$ cat config.mk
export PLATFORM = sky130hd
export DESIGN_NAME = drum_voice_mixer
export DESIGN_NICKNAME = d
export VERILOG_FILES = /design/src/rtl/drum_voice_mixer.sv
export SDC_FILE = /design/constraint.sdc
export NUM_CORES = 1
export LEC_CHECK = 0
export ABC_AREA = 1
export CORE_MARGIN = 1.5
export CORE_UTILIZATION = 44
export DETAILED_ROUTE_END_ITERATION = 8
export PLACE_DENSITY = 0.65
export SLEW_MARGIN = 20
export SYNTH_ARGS = -nofsm -noshare
export SYNTH_HDL_FRONTEND = slang
export SYNTH_SLANG_ARGS = --single-unit
export TNS_END_PERCENT = 1
$ cat constraint.sdc
create_clock -name mclk -period 7.34 [get_ports mclk]
set_input_delay 0.734 -clock mclk [delete_from_list [all_inputs] [get_ports mclk]]
set_output_delay 0.734 -clock mclk [all_outputs]
set_load 0.01 [all_outputs]
$ cat src/rtl/drum_voice_mixer.sv
// rtl/drum_voice_mixer.sv - sequential gain/mute MAC mixing NUM_CH voices into one saturated sample per frame
module drum_voice_mixer #(
  parameter int NUM_CH    = 4,
  parameter int GAIN_BITS = 8
) (
  input  logic                        mclk,
  input  logic                        rst,
  input  logic                        pblrc,
  input  logic signed [15:0]          ch_sample [NUM_CH],
  input  logic        [GAIN_BITS-1:0] ch_gain   [NUM_CH],
  input  logic        [NUM_CH-1:0]    ch_mute,
  output logic signed [15:0]          mix_out,
  output logic                        mix_valid,
  output logic                        clip,
  output logic                        overrun
);

  localparam int PROD_W = 17 + GAIN_BITS;
  localparam int ACC_W  = PROD_W + $clog2(NUM_CH) + 1;
  localparam int IDX_W  = (NUM_CH > 1) ? $clog2(NUM_CH) : 1;
  localparam int SHIFT  = GAIN_BITS - 1;

  typedef enum logic [1:0] {IDLE, ACC, SAT} state_t;

  state_t state, state_next;

  logic                       pblrc_q;
  logic                       start;
  logic                       last;
  logic [IDX_W-1:0]           idx;
  logic signed [ACC_W-1:0]    acc;
  logic signed [ACC_W-1:0]    acc_next;
  logic signed [ACC_W-1:0]    r;
  logic signed [PROD_W-1:0]   samp_ext;
  logic signed [PROD_W-1:0]   gain_ext;
  logic signed [PROD_W-1:0]   prod;
  logic signed [ACC_W-1:0]    term;
  logic                       sat_hi;
  logic                       sat_lo;
  logic signed [15:0]         sat_val;
  logic                       clip_q;

  logic signed [15:0]         snap_sample [NUM_CH];
  logic [GAIN_BITS-1:0]       snap_gain   [NUM_CH];
  logic [NUM_CH-1:0]          snap_mute;

  // Frame clock is plain data; a rising edge requests one mix.
  always_ff @(posedge mclk) begin
    if (rst) pblrc_q <= 1'b0;
    else     pblrc_q <= pblrc;
  end

  assign start = pblrc & ~pblrc_q;
  assign last  = (idx == IDX_W'(NUM_CH - 1));

  // State register.
  always_ff @(posedge mclk) begin
    if (rst) state <= IDLE;
    else     state <= state_next;
  end

  // Next-state logic: IDLE -> ACC (NUM_CH cycles) -> SAT (result visible) -> IDLE.
  always_comb begin
    state_next = state;
    case (state)
      IDLE:    if (start) state_next = ACC;
      ACC:     if (last)  state_next = SAT;
      SAT:     state_next = IDLE;
      default: state_next = IDLE;
    endcase
  end

  // One shared multiplier: current channel product, accumulation and saturation of the running sum.
  // Saturation is evaluated on acc_next so the final result is registered entering SAT.
  always_comb begin
    samp_ext = $signed({{(PROD_W-16){snap_sample[idx][15]}}, snap_sample[idx]});
    gain_ext = $signed({{(PROD_W-GAIN_BITS){1'b0}}, snap_gain[idx]});
    prod     = samp_ext * gain_ext;
    term     = snap_mute[idx] ? '0 : $signed({{(ACC_W-PROD_W){prod[PROD_W-1]}}, prod});
    acc_next = acc + term;
    r        = acc_next >>> SHIFT;
    sat_hi   = ~r[ACC_W-1] &  (|r[ACC_W-2:15]);
    sat_lo   =  r[ACC_W-1] & ~(&r[ACC_W-2:15]);
    if (sat_hi)      sat_val = 16'sh7FFF;
    else if (sat_lo) sat_val = -16'sh8000;
    else             sat_val = r[15:0];
  end

  // Snapshot, accumulator, held result and sticky overrun flag.
  always_ff @(posedge mclk) begin
    if (rst) begin
      acc       <= '0;
      idx       <= '0;
      mix_out   <= '0;
      clip_q    <= 1'b0;
      overrun   <= 1'b0;
      snap_mute <= '0;
      for (int i = 0; i < NUM_CH; i++) begin
        snap_sample[i] <= '0;
        snap_gain[i]   <= '0;
      end
    end else begin
      if (start && state != IDLE) overrun <= 1'b1;
      case (state)
        IDLE: begin
          if (start) begin
            acc       <= '0;
            idx       <= '0;
            snap_mute <= ch_mute;
            for (int i = 0; i < NUM_CH; i++) begin
              snap_sample[i] <= ch_sample[i];
              snap_gain[i]   <= ch_gain[i];
            end
          end
        end
        ACC: begin
          acc <= acc_next;
          idx <= idx + 1'b1;
          if (last) begin
            mix_out <= sat_val;
            clip_q  <= sat_hi | sat_lo;
          end
        end
        default: ;
      endcase
    end
  end

  // Output strobes are only asserted during the SAT cycle.
  always_comb begin
    mix_valid = (state == SAT);
    clip      = (state == SAT) & clip_q;
  end

endmodule

==> impl_summary.txt <==
----------------------------------------------------
[Run status]
  Run status ... finished, final reports clean

[Floorplanning]
  Effective utilization at floorplan ... 0.4495
  Width of the die ... 174.9 um
  DIE HEIGHT ... 174.9 um
  Number of placement rows ... 62
  Number of top-level pins ... 122
  Die Footprint ... 30600 sq um
  Area of the placeable core ... 28940 sq um

[Synthesis]
  Warning count from the yosys run ... 0
  Commonest cells in the netlist ... sky130_fd_sc_hd__nand2_1, sky130_fd_sc_hd__inv_1, sky130_fd_sc_hd__nor2_1
  Combinational family with the most area after synthesis ... adder cells
  Fraction of synthesized area in multiplexers ... 0
  Top cell type by total area after synthesis ... sky130_fd_sc_hd__edfxtp_1
  Primary flip-flop cell chosen by synthesis mapping ... sky130_fd_sc_hd__edfxtp_1
  XOR/XNOR Fraction of Synth Area ... 0.01616
  FF+latch count, synth ... 153
  Number of nets produced by synthesis ... 1982
  Proportion of netlist area held by the largest area contributor ... 0.2216
  Mapped Area ... 13010 sq um
  Mapped Cells ... 1698
  Number of distinct library cells after synthesis ... 43
  Basic-gate share of the synthesized area counting and, or, nand and nor cells ... 0.2178
  Compound-gate portion of the synthesized area ... 0.09764
  Leading cell types by total area after synthesis ... sky130_fd_sc_hd__edfxtp_1, sky130_fd_sc_hd__fa_1, sky130_fd_sc_hd__nand2_1
  Fraction of registers with async set/reset ... 0
  Top-count cell post-synth ... sky130_fd_sc_hd__nand2_1
  Per-instance average area after synthesis ... 7.660 sq um
  Sequential-to-total area share from yosys stat ... 0.3094
  Fraction of the mapped netlist area in adder cells ... 0.2336
  Number of flops mapped to enable cells by yosys ... 96

[Setup path]
  Data arrival time of the worst path ... 7310 ps
  Critical path data required time ... 7710 ps
  Crit-path leading delay family ... adder cells
  Delay of the slowest cell on the worst path ... 570 ps
  Kind of start point of the critical path ... flop
  Worst-path maximum fanout ... 15
  WS Path Type ... reg -> reg
  Crit path max-delay cell type ... sky130_fd_sc_hd__fa_1
  FF-to-FF path depth ... 37
  Capturing element type of the critical path ... flop
  Cell repeated most along the worst path ... sky130_fd_sc_hd__inv_1
  Number of buffers and inverters on the critical path ... 12
  Logic depth of the worst setup path including buffers ... 37

[Clocking]
  Reg clk slew, reported paths ... 70 ps
  Clock latency at the later pin of the worst-skew pair ... 440 ps
  TritonCTS clock tree ... built
  Root buf cell ... sky130_fd_sc_hd__clkbuf_16
  Clock Sink Count ... 153
  TritonCTS Buffers ... 17
  Clock buffer depth ... 2
  Level count of the clock H-tree ... 4

[Placement]
  RePlAce Congestion ... 0.9267
  Post-DP Area ... 15280 sq um
  Placed Cells ... 2256
  Worst setup slack before clock tree synthesis ... 42.57 ps
  Count of input and output buffers ... 121
  Dpl hpwl ... 25620 um

[Timing]
  Fin crit period ... 6940 ps
  Least-Margin Pin Slew ... 988.5 ps
  Minimum hold slack ... 470.2 ps
  Unrepaired setup endpoints after global routing ... true
  Final worst path period share ... 0.9456
  FMAX ... 144.1 MHz
  Pins over their slew limit ... 0
  Setup-failing EPs final ... 0
  Final WS setup ... 399.6 ps
  Headroom to the max-slew limit ... 0.3410
  Clock skew after layout ... 17.27 ps
  Final Hold Viols ... 0
  Final total negative setup slack ... 0 ps

[Routing]
  1st-pass router iterations ... 5
  Final wirelength ... 32830 um
  Number of vias in the routed layout ... 11100
  Number of vias per cell after detailed routing ... 4.837
  Final routed DRC violation total ... 0
  Wire length per cell ... 14.30 um
  Post-detailed-route count of antenna-violating nets ... 0
  Number of DRC markers after the initial detailed-route iteration ... 593

[Power and ir drop]
  VDD IR-drop max ... 0.2619 mV
  Design Power ... 5.878 mW
  Cell leakage power ... 8.167 nW
  P per Cell Area ... 360.4 nW/um^2

[Cells and area]
  Post-route cell area ... 16310 sq um
  Non-filler instance count after layout ... 2295
  Final #Nets ... 2182
  Filler Cell Count ... 2678
  Fin util ... 0.5637
  Fraction of final layout cells sized beyond drive strength 1 ... 0.1272
  Synthesis-to-finish area growth ... 25.40%
  Diode insertion count for antenna repair ... 0

[Worst hold path]
  Hold Path Stages ... 2
  Path type of the worst min-delay path ... reg -> reg

[Global routing]
  Met2 demand-to-capacity share in global routing ... 0.3712
  Met3 track utilization from global routing ... 0.03460
  Pin count of the biggest net entering global routing ... 97
  Initial antenna violation count ... 0
  GRT Util Overall ... 0.2200
  Via count of the first global-routing pass ... 11160
  Highest-utilization routing layer at the global route stage ... met2
  Residual overflow from global routing ... 0
  First-pass GRT wire length ... 54040 um
  GR Util met1 ... 0.2996

[Job]
  Number of maximum-capacitance violations ... 0

----------------------------------------------------
## path summary, 6_finish.rpt
path	startpoint	endpoint	slack, ps
max reg2reg	flop	mix_out[8]$_SDFFE_PP0P_	400
max	flop	mix_out[8]$_SDFFE_PP0P_	400
min	acc[15]$_SDFFE_PP0P_	acc[15]$_SDFFE_PP0P_	470
min reg2reg	acc[15]$_SDFFE_PP0P_	acc[15]$_SDFFE_PP0P_	470
## worst min-delay path, cell delays in order (launching register included)
cell	delay [ps]
sky130_fd_sc_hd__dfxtp_1	310
sky130_fd_sc_hd__nand2_1	60
sky130_fd_sc_hd__a21oi_1	50
## area by class of cell
class / count / area [sq um] / area share
Multi-Input combinational cell: 1119 / 7606 / 0.4664
Sequential cell: 153 / 4029 / 0.2470
Timing Repair Buffer: 223 / 2096 / 0.1285
Inverter: 382 / 1453 / 0.08907
Tap cell: 384 / 480.5 / 0.02946
Clock buffer: 17 / 425.4 / 0.02608
Clock inverter: 15 / 206.4 / 0.01266
Timing Repair inverter: 2 / 13.76 / 0.0008439
## state kept, by name, indices dropped and copies added, names as in the netlist, named ones only
name	count
snap_sample	64
snap_gain	32
acc	28
mix_out	16
snap_mute	4
idx	2
state	2
clip_q	1
overrun	1
pblrc_q	1
## cells in the final DEF (no fill, tap or decap), types with 26 or more instances in the layout
master | synthesis | layout
sky130_fd_sc_hd__nand2_1 | 396 | 391
sky130_fd_sc_hd__fa_1 | 103 | 101
sky130_fd_sc_hd__dfxtp_1 | 57 | 55
sky130_fd_sc_hd__o21ai_0 | 47 | 41
sky130_fd_sc_hd__buf_4 | 0 | 93
sky130_fd_sc_hd__edfxtp_1 | 96 | 96
sky130_fd_sc_hd__ha_1 | 78 | 72
sky130_fd_sc_hd__nor2_1 | 225 | 214
sky130_fd_sc_hd__a21oi_1 | 115 | 108
sky130_fd_sc_hd__inv_1 | 374 | 370
sky130_fd_sc_hd__clkdlybuf4s50_1 | 0 | 121
sky130_fd_sc_hd__nand3_1 | 27 | 26
## cells by family (layout without fill, tap and decap cells)
group,Yosys count,after routing
and+or+nand+nor,698,698
AOI/OAI and AO/OA,216,216
DFF,153,153
xor gates and xnor gates,24,24
buffers and inverters,426,639
adders and majority gates,181,181
## routing by layer
| metal | up-vias | part of all wire | wire [um] |
|---|---|---|---|
| met3 | 26 | 0.044 | 1437 |
| met1 | 5181 | 0.46 | 15260 |
| met4 | 0 | 0.011 | 368 |
| li1 | 5629 | - | - |
| met2 | 264 | 0.48 | 15770 |
| met5 | - | 0 | 0 |
## where the power goes
| part | switching, mW | internal [mW] | total [mW] |
|---|---|---|---|
| clock network | 0.398 | 0.549 | 0.947 |
| logic | 2.33 | 1.55 | 3.87 |
| registers | 0.0456 | 1.01 | 1.06 |
## repair_timing
| item | 4_1_cts | 5_1_grt |
|---|---|---|
| hold endpoints to repair | 0 | 0 |
| setup buffers | 0 | 2 |
| resized for setup | 0 | 78 |
| setup endpoints to repair | 0 | 27 |
| hold buffers | 0 | 0 |
No activity file was read; power rests on OpenSTA's default activity.
